==> config.mk <==
export PLATFORM = sky130hd
export DESIGN_NAME = stream_fifo
export DESIGN_NICKNAME = d
export VERILOG_FILES = /design/src/rtl/stream_fifo.sv
export SDC_FILE = /design/constraint.sdc
export NUM_CORES = 1
export LEC_CHECK = 0
export CAP_MARGIN = 5
export CORE_UTILIZATION = 30
export CTS_CLUSTER_DIAMETER = 50
export DETAILED_ROUTE_END_ITERATION = 6
export HOLD_SLACK_MARGIN = 0.05
export PLACE_DENSITY_LB_ADDON = 0.15
export SETUP_SLACK_MARGIN = 0.2
export SYNTH_ARGS = -nofsm -noshare
export SYNTH_HDL_FRONTEND = slang
export SYNTH_SLANG_ARGS = --single-unit
==> constraint.sdc <==
create_clock -name clk -period 5.1 [get_ports clk]
set_input_delay 1.53 -clock clk [delete_from_list [all_inputs] [get_ports clk]]
set_output_delay 1.53 -clock clk [all_outputs]
set_load 0.05 [all_outputs]
==> src/rtl/stream_fifo.sv <==
// -----------------------------------------------------------------------------
// stream_fifo
// Parametrised synchronous elastic buffer with valid/ready handshakes on both
// sides and first-word-fall-through reads, so all 2**DEPTH_LOG entries are
// usable. Occupancy is tracked in a dedicated counter; full/empty and the
// almost thresholds are all derived from that counter.
//
// Ports
//   clk           clock, rising edge
//   xrst          asynchronous active-low reset
//   clr           synchronous flush (pointers, count, sticky flags)
//   in_valid      producer has a word
//   in_ready      FIFO can accept a word (not full)
//   in_data       write data
//   out_valid     head word available (not empty)
//   out_ready     consumer takes the head word (level, or rising edge when
//                 RD_EDGE=1)
//   out_data      head word, combinational from storage at the read pointer
//   count         occupancy 0..DEPTH
//   almost_full   count >= AFULL_TH
//   almost_empty  count <= AEMPTY_TH
//   overflow      sticky: in_valid seen while full
//   underflow     sticky: read request seen while empty
//   probe_addr    debug read address (raw memory index)
//   probe_data    memory word at probe_addr, no side effects
// -----------------------------------------------------------------------------
module stream_fifo #(
    parameter int DWIDTH    = 32,
    parameter int DEPTH_LOG = 4,
    parameter int AFULL_TH  = (2 ** DEPTH_LOG) - 2,
    parameter int AEMPTY_TH = 2,
    parameter int RD_EDGE   = 0
) (
    input  logic                 clk,
    input  logic                 xrst,
    input  logic                 clr,
    input  logic                 in_valid,
    output logic                 in_ready,
    input  logic [DWIDTH-1:0]    in_data,
    output logic                 out_valid,
    input  logic                 out_ready,
    output logic [DWIDTH-1:0]    out_data,
    output logic [DEPTH_LOG:0]   count,
    output logic                 almost_full,
    output logic                 almost_empty,
    output logic                 overflow,
    output logic                 underflow,
    input  logic [DEPTH_LOG-1:0] probe_addr,
    output logic [DWIDTH-1:0]    probe_data
);

    localparam int DEPTH = 2 ** DEPTH_LOG;
    localparam logic [DEPTH_LOG:0] LP_DEPTH    = (DEPTH_LOG + 1)'(DEPTH);
    localparam logic [DEPTH_LOG:0] LP_AFULL_TH = (DEPTH_LOG + 1)'(AFULL_TH);
    localparam logic [DEPTH_LOG:0] LP_AEMPT_TH = (DEPTH_LOG + 1)'(AEMPTY_TH);
    localparam logic               LP_LEVEL    = (RD_EDGE == 0);

    // Storage is never reset; it starts at zero in simulation only.
    logic [DWIDTH-1:0]    r_mem [DEPTH] = '{default: '0};

    logic [DEPTH_LOG-1:0] r_wptr;
    logic [DEPTH_LOG-1:0] r_rptr;
    logic [DEPTH_LOG:0]   r_count;
    logic                 r_out_ready_q;
    logic                 r_overflow;
    logic                 r_underflow;

    logic                 w_full;
    logic                 w_empty;
    logic                 w_rd_req;
    logic                 w_push;
    logic                 w_pop;

    assign w_full  = (r_count == LP_DEPTH);
    assign w_empty = (r_count == '0);

    // In legacy mode only the rising edge of out_ready counts as a request.
    assign w_rd_req = out_ready & (LP_LEVEL | ~r_out_ready_q);

    // A flush cycle swallows any transfer presented with it.
    assign w_push = in_valid & ~w_full & ~clr;
    assign w_pop  = w_rd_req & ~w_empty & ~clr;

    always_ff @(posedge clk or negedge xrst) begin
        if (!xrst) begin
            r_wptr        <= '0;
            r_rptr        <= '0;
            r_count       <= '0;
            r_out_ready_q <= 1'b0;
            r_overflow    <= 1'b0;
            r_underflow   <= 1'b0;
        end else if (clr) begin
            r_wptr        <= '0;
            r_rptr        <= '0;
            r_count       <= '0;
            r_out_ready_q <= 1'b0;
            r_overflow    <= 1'b0;
            r_underflow   <= 1'b0;
        end else begin
            r_out_ready_q <= out_ready;
            if (w_push) begin
                r_wptr <= r_wptr + 1'b1;
            end
            if (w_pop) begin
                r_rptr <= r_rptr + 1'b1;
            end
            if (w_push && !w_pop) begin
                r_count <= r_count + 1'b1;
            end else if (w_pop && !w_push) begin
                r_count <= r_count - 1'b1;
            end
            if (in_valid && w_full) begin
                r_overflow <= 1'b1;
            end
            if (w_rd_req && w_empty) begin
                r_underflow <= 1'b1;
            end
        end
    end

    always_ff @(posedge clk) begin
        if (w_push) begin
            r_mem[r_wptr] <= in_data;
        end
    end

    assign in_ready     = ~w_full;
    assign out_valid    = ~w_empty;
    assign out_data     = r_mem[r_rptr];
    assign count        = r_count;
    assign almost_full  = (r_count >= LP_AFULL_TH);
    assign almost_empty = (r_count <= LP_AEMPT_TH);
    assign overflow     = r_overflow;
    assign underflow    = r_underflow;
    assign probe_data   = r_mem[probe_addr];

endmodule
# == Yosys cells after proc, flatten, opt, wreduce, memory -nomap -nowiden ==
# Memories as Yosys holds them, arrays and structs flattened.
# Index checks and enable logic that the tools add are counted.
# classes
n_bitwise,7
multipliers,0
n_shift,0
mux,13
add_sub_neg,4
n_reduce_logical,12
eq_ne,1
magnitude_cmp,2
n_div,0
# op_table
operator,n
2-to-1 mux 4 bit,4
2-to-1 mux 5 bit,3
"adder 4 x 1 -> 4 bit, second input constant",2
nonzero test 2 bit,4
2-to-1 mux 1 bit,6
"adder 5 x 1 -> 5 bit, second input constant",1
"equality test 5 bit, second input constant",1
">= comparator 5 x 4 -> 1 bit, second input constant",1
"less-or-equal comparator 5 x 2 -> 1 bit, second input constant",1
logical NOT 5 bit,1
"subtractor 5 x 1 -> 5 bit, second input constant",1
bitwise AND 1 bit,4
logical AND 1 bit,4
NOT 1 bit,3
nonzero test 3 bit,1
logical NOT 1 bit,2
# word_totals
n_memories,1
rom_bits,0
ramBits,512
latchBits,0
ff_bits,15
in_bits,41
wordCells,45
# mem_list
name,words,word_bits,rd,rd_clocked_by_memory_dff,wr,line,rtl
r_mem,16,32,2,0,1,59,logic [DWIDTH-1:0] r_mem [DEPTH] = '{default: '0};

# == Depth between registers and ports, before layout ==
# depth
depth_word,9
depth_mapped,8
depth_no_buf,8

# == Worst setup path before layout ==
# No wires, ideal clock.
# synth_path
path_kind,input to register
start,input port in_valid
end,"memory r_mem[0][0], enable pin"
slack_ps,193
path_stages,4
arrival_ps,4446
path_cell_list,inv_1 -> a211oi_1 -> nand2_1 -> nor3_1
# synth_via
elab_chain_len,4
# synth_rtl
element,line,rtl
from (decl),37,"input logic in_valid,"
bitwise AND 1 bit (2 in series),81,assign w_push = in_valid & ~w_full & ~clr;
2-to-1 mux 1 bit,122,if (w_push) begin
2-to-1 mux 1 bit (implied by the code),123,r_mem[r_wptr] <= in_data;
to (decl),59,
# Every way passes these cells.

# == Worst setup path after layout ==
# layout_path
start,input port probe_addr[0]
end,output port probe_data[6]
# layout_via
elab_chain_len,1
# layout_rtl
element,line,rtl
from (decl),48,"input logic [DEPTH_LOG-1:0] probe_addr,"
memory read (16 x 32 bit),n/a,
to (decl),49,output logic [DWIDTH-1:0] probe_data
# Every way passes these cells.

==> results by group <==
Setup path
  • Worst Reg-to-Reg Cells: 10
  • CP startpoint kind: input pin
  • End of the worst register-to-register path: count[4]
  • Crit path kind: in -> out
  • Worst endpoint required time: around 3.6 ns
  • Max FO, Critical Path: 9
  • Flop-to-flop setup slack: 1.99 ns
  • Reg2reg start: count[1]
  • Element type at the critical path end: output pin
  • CP Data Arrival Time: approximately 3.4 ns

STA
  • Setup violations, final: 0
  • Final hold vios: 0
  • Final Cycle Share: between 90 and 100%
  • Fmax: ~200 MHz
  • Hold Slack: around 0.5 ns
  • Final number of max-transition violations: 0
  • Fin crit period: around 4.9 ns
  • Worst Max-Slew Pin Slew: just under 0.9 ns
  • Rel. slew slack: around two fifths
  • Setup TNS: 0 ns
  • RSZ-0062 raised after global routing: false
  • Clock skew: approximately 0.024 ns

Global route
  • Number of global-route vias before repair: roughly 14000
  • First-pass GRT wire length: ~100000 um
  • Grt ovf: 0
  • GRT Util Overall: between 15 and 20%
  • Largest net degree at the start of global routing: 47
  • Initial antenna violation count: 2

Clock tree
  • Clock Latency Late Sink: 0.61 ns
  • H-tree depth: 3
  • Number of buffers created by CTS: 72
  • CTS tree: built
  • Clock root buffer: clkbuf_16
  • Clock transition at the registers of the reported paths: ~0.050 ns
  • Clk buf depth: 3
  • Num Clock Sinks: about 530

Synthesis
  • Synth cell types: 45
  • Post-synthesis compound-gate area fraction: around 4.6%
  • Largest family of logic cells by synthesized area: multiplexers
  • Synth Warn #: 0
  • Mux contribution to synthesized area: between 20% and 30%
  • Post-synthesis simple-gate area fraction: 1.623%
  • FF+latch count, synth: 527
  • Sequential-to-total area share from yosys stat: 63.66%
  • EDFF count, synth: 512
  • Most frequent cell after synthesis: edfxtp_1
  • Post-synthesis area per instance: about 20 um2
  • Post-synth net total: approximately 1300
  • Synth area leader: edfxtp_1
  • Area share of the largest cell type after synthesis: between 60 and 70%
  • Top cells by area, synth: edfxtp_1, mux4_2, mux2i_1, mux4_1, a221oi_1
  • Adder-cell share of the synthesized area: 0.5360%
  • Synth cell count leaders: edfxtp_1, mux4_2, mux2i_1
  • Most used DFF post-synth: edfxtp_1
  • Synth Cell Area: roughly 25000 um2
  • Syn Inst Count: about 1200
  • FFs w/ async S/R, synth: 2.846%
  • Synth Area in XOR/XNOR: less than 1%

Floorplanning
  • Core ar.: ~80000 um2
  • Die Span X: approximately 290 um
  • Row count: approximately 100
  • Initial core utilization: a little under a third
  • I/O pin count: ~120
  • DIE HEIGHT: about 290 um
  • Die ar.: 83630 um2

Route
  • WL/cell: between 20 and 30 um
  • DRT Wirelength: between 70000 and 80000 um
  • Iteration-0 DRC Markers: about 1100
  • Routed Antenna Nets: 0
  • Total number of vias: 13790
  • DRC violations left: 0
  • DR vias/cell: 5.399
  • DRT Pass-1 Iters: 5

Pwr
  • Leak: around 10 nW
  • Cell internal pwr: about 9.1 mW
  • Sequential power share: between 30% and 40%
  • Total power: about 13 mW
  • Part of the power in the clock network: a little over a third
  • Pwr Density: about 440 nW/um2
  • Combinational power share: about a quarter
  • P_sw: between 4 and 5 mW
  • Peak VDD IR: 353.3 uV
  • Sw Ratio: between 30 and 40%

Placed design
  • Post-DP Area: approximately 28000 um2
  • Half-perimeter wire length after placement: between 40000 and 50000 um
  • GP Congestion: 0.7282
  • IO Port Bufs: approximately 120
  • Post-Place Cells: approximately 2400

Min path
  • Hold Path Class: reg -> reg
  • Cell count of the worst hold path: 2
  • Hold EP: overflow
  • Hold wc startpoint: overflow

Cells and area
  • Area delta synth->final: 21.80%
  • # fillers: 7378
  • FF/Latch Area: 15760 um2
  • Share of layout cells above drive strength 1: 30.86%
  • Footprint of the multi-input gates: 8437 um2
  • Antenna cells: 0
  • NumNets Final: between 1000 and 1500
  • Non-Filler Instances: around 2600
  • Fin area: ~30000 um2

Status
  • Outcome: finished clean

Job
  • Max Cap Viol: 0
-- logic make-up after synthesis --
kind of cell | after synthesis
compound gates | 150
xor+xnor | 6
simple gates | 90
flops | 527
buf+inv | 99
fa+ha+maj | 10
mux | 358
-- layer usage --
layer	part of all wire, %	GRT usage, %
met1	44	23.83
met2	48	28.56
met3	5.6	3.283
met4	2.0	4.855
met5	0.035	0
-- how the worst max path moves through the flow --
stage,start,cells after the start,endpoint
floorplan,count[4],2,almost_empty
global placement,probe_addr[0],6,probe_data[6]
detailed placement,probe_addr[0],6,probe_data[6]
CTS,probe_addr[0],6,probe_data[6]
global route,probe_addr[0],6,probe_data[29]
finish,probe_addr[0],6,probe_data[6]
-- power by group through the flow --
stage	Clock (mW)	Sequential (mW)	Combinational [mW]
after global placement	0	5.12	3.36
after CTS	4.91	5.01	3.38
final	4.78	5.00	3.35
after floorplan	0	5.06	2.32
after global routing	5.07	5.02	3.55
after detailed placement	0	5.11	3.36
-- what timing repair did --
item | in CTS | in global routing
setup buffers | 1 | 8
hold buffers | 0 | 0
endpoints found under the setup margin | 33 | 25
gates cloned | 0 | 6
pin swaps | 0 | 0
resized for setup | 17 | 9
-- critical path, stage by stage --
cell    delay (ns)
buf_12        0.17
buf_16        0.16
buf_12        0.15
mux4_4        0.63
mux4_2        0.47
buf_4         0.20
-- registers in the layout (all words and copies together) (netlist names) --
name       cells
count          5
overflow       1
r_mem        512
r_rptr         4
r_wptr         4
underflow      1
-- per-stage QoR --
step / worst slack (ns) / utilization, %
final: 0.2215 / 37.17
after global routing: 0.2044 / 37.17
after floorplan: 0.3334 / -
after detailed placement: 0.1687 / 34.05
after CTS: 0.1726 / 36.87
after global placement: 0.1793 / 34.05
-- cells in the final DEF, fill, tap and decap left out, types with 6 or more instances in the layout --
master	count
a221oi_1	64
a22oi_1	32
buf_12	26
buf_4	107
clkbuf_1	12
clkbuf_16	79
clkdlybuf4s50_1	52
clkinv_1	15
clkinv_4	7
dfrtp_1	11
dlygate4sd2_1	16
edfxtp_1	512
ha_1	9
inv_6	8
mux2i_1	131
mux4_1	41
mux4_2	176
mux4_4	7
nand2_1	42
nand3_1	6
nor2_1	11
nor2_4	12
o21ai_0	34
-- area by class of cell --
type | count | area share (%)
clock buffers | 85 | 6.211
clock inverters | 45 | 1.353
inverters | 6 | 0.07473
multi-input cells | 614 | 28.00
flip-flops and latches | 527 | 52.30
well taps | 1060 | 4.401
repair buffers | 217 | 7.668
Power figures use the tool's default switching activity.
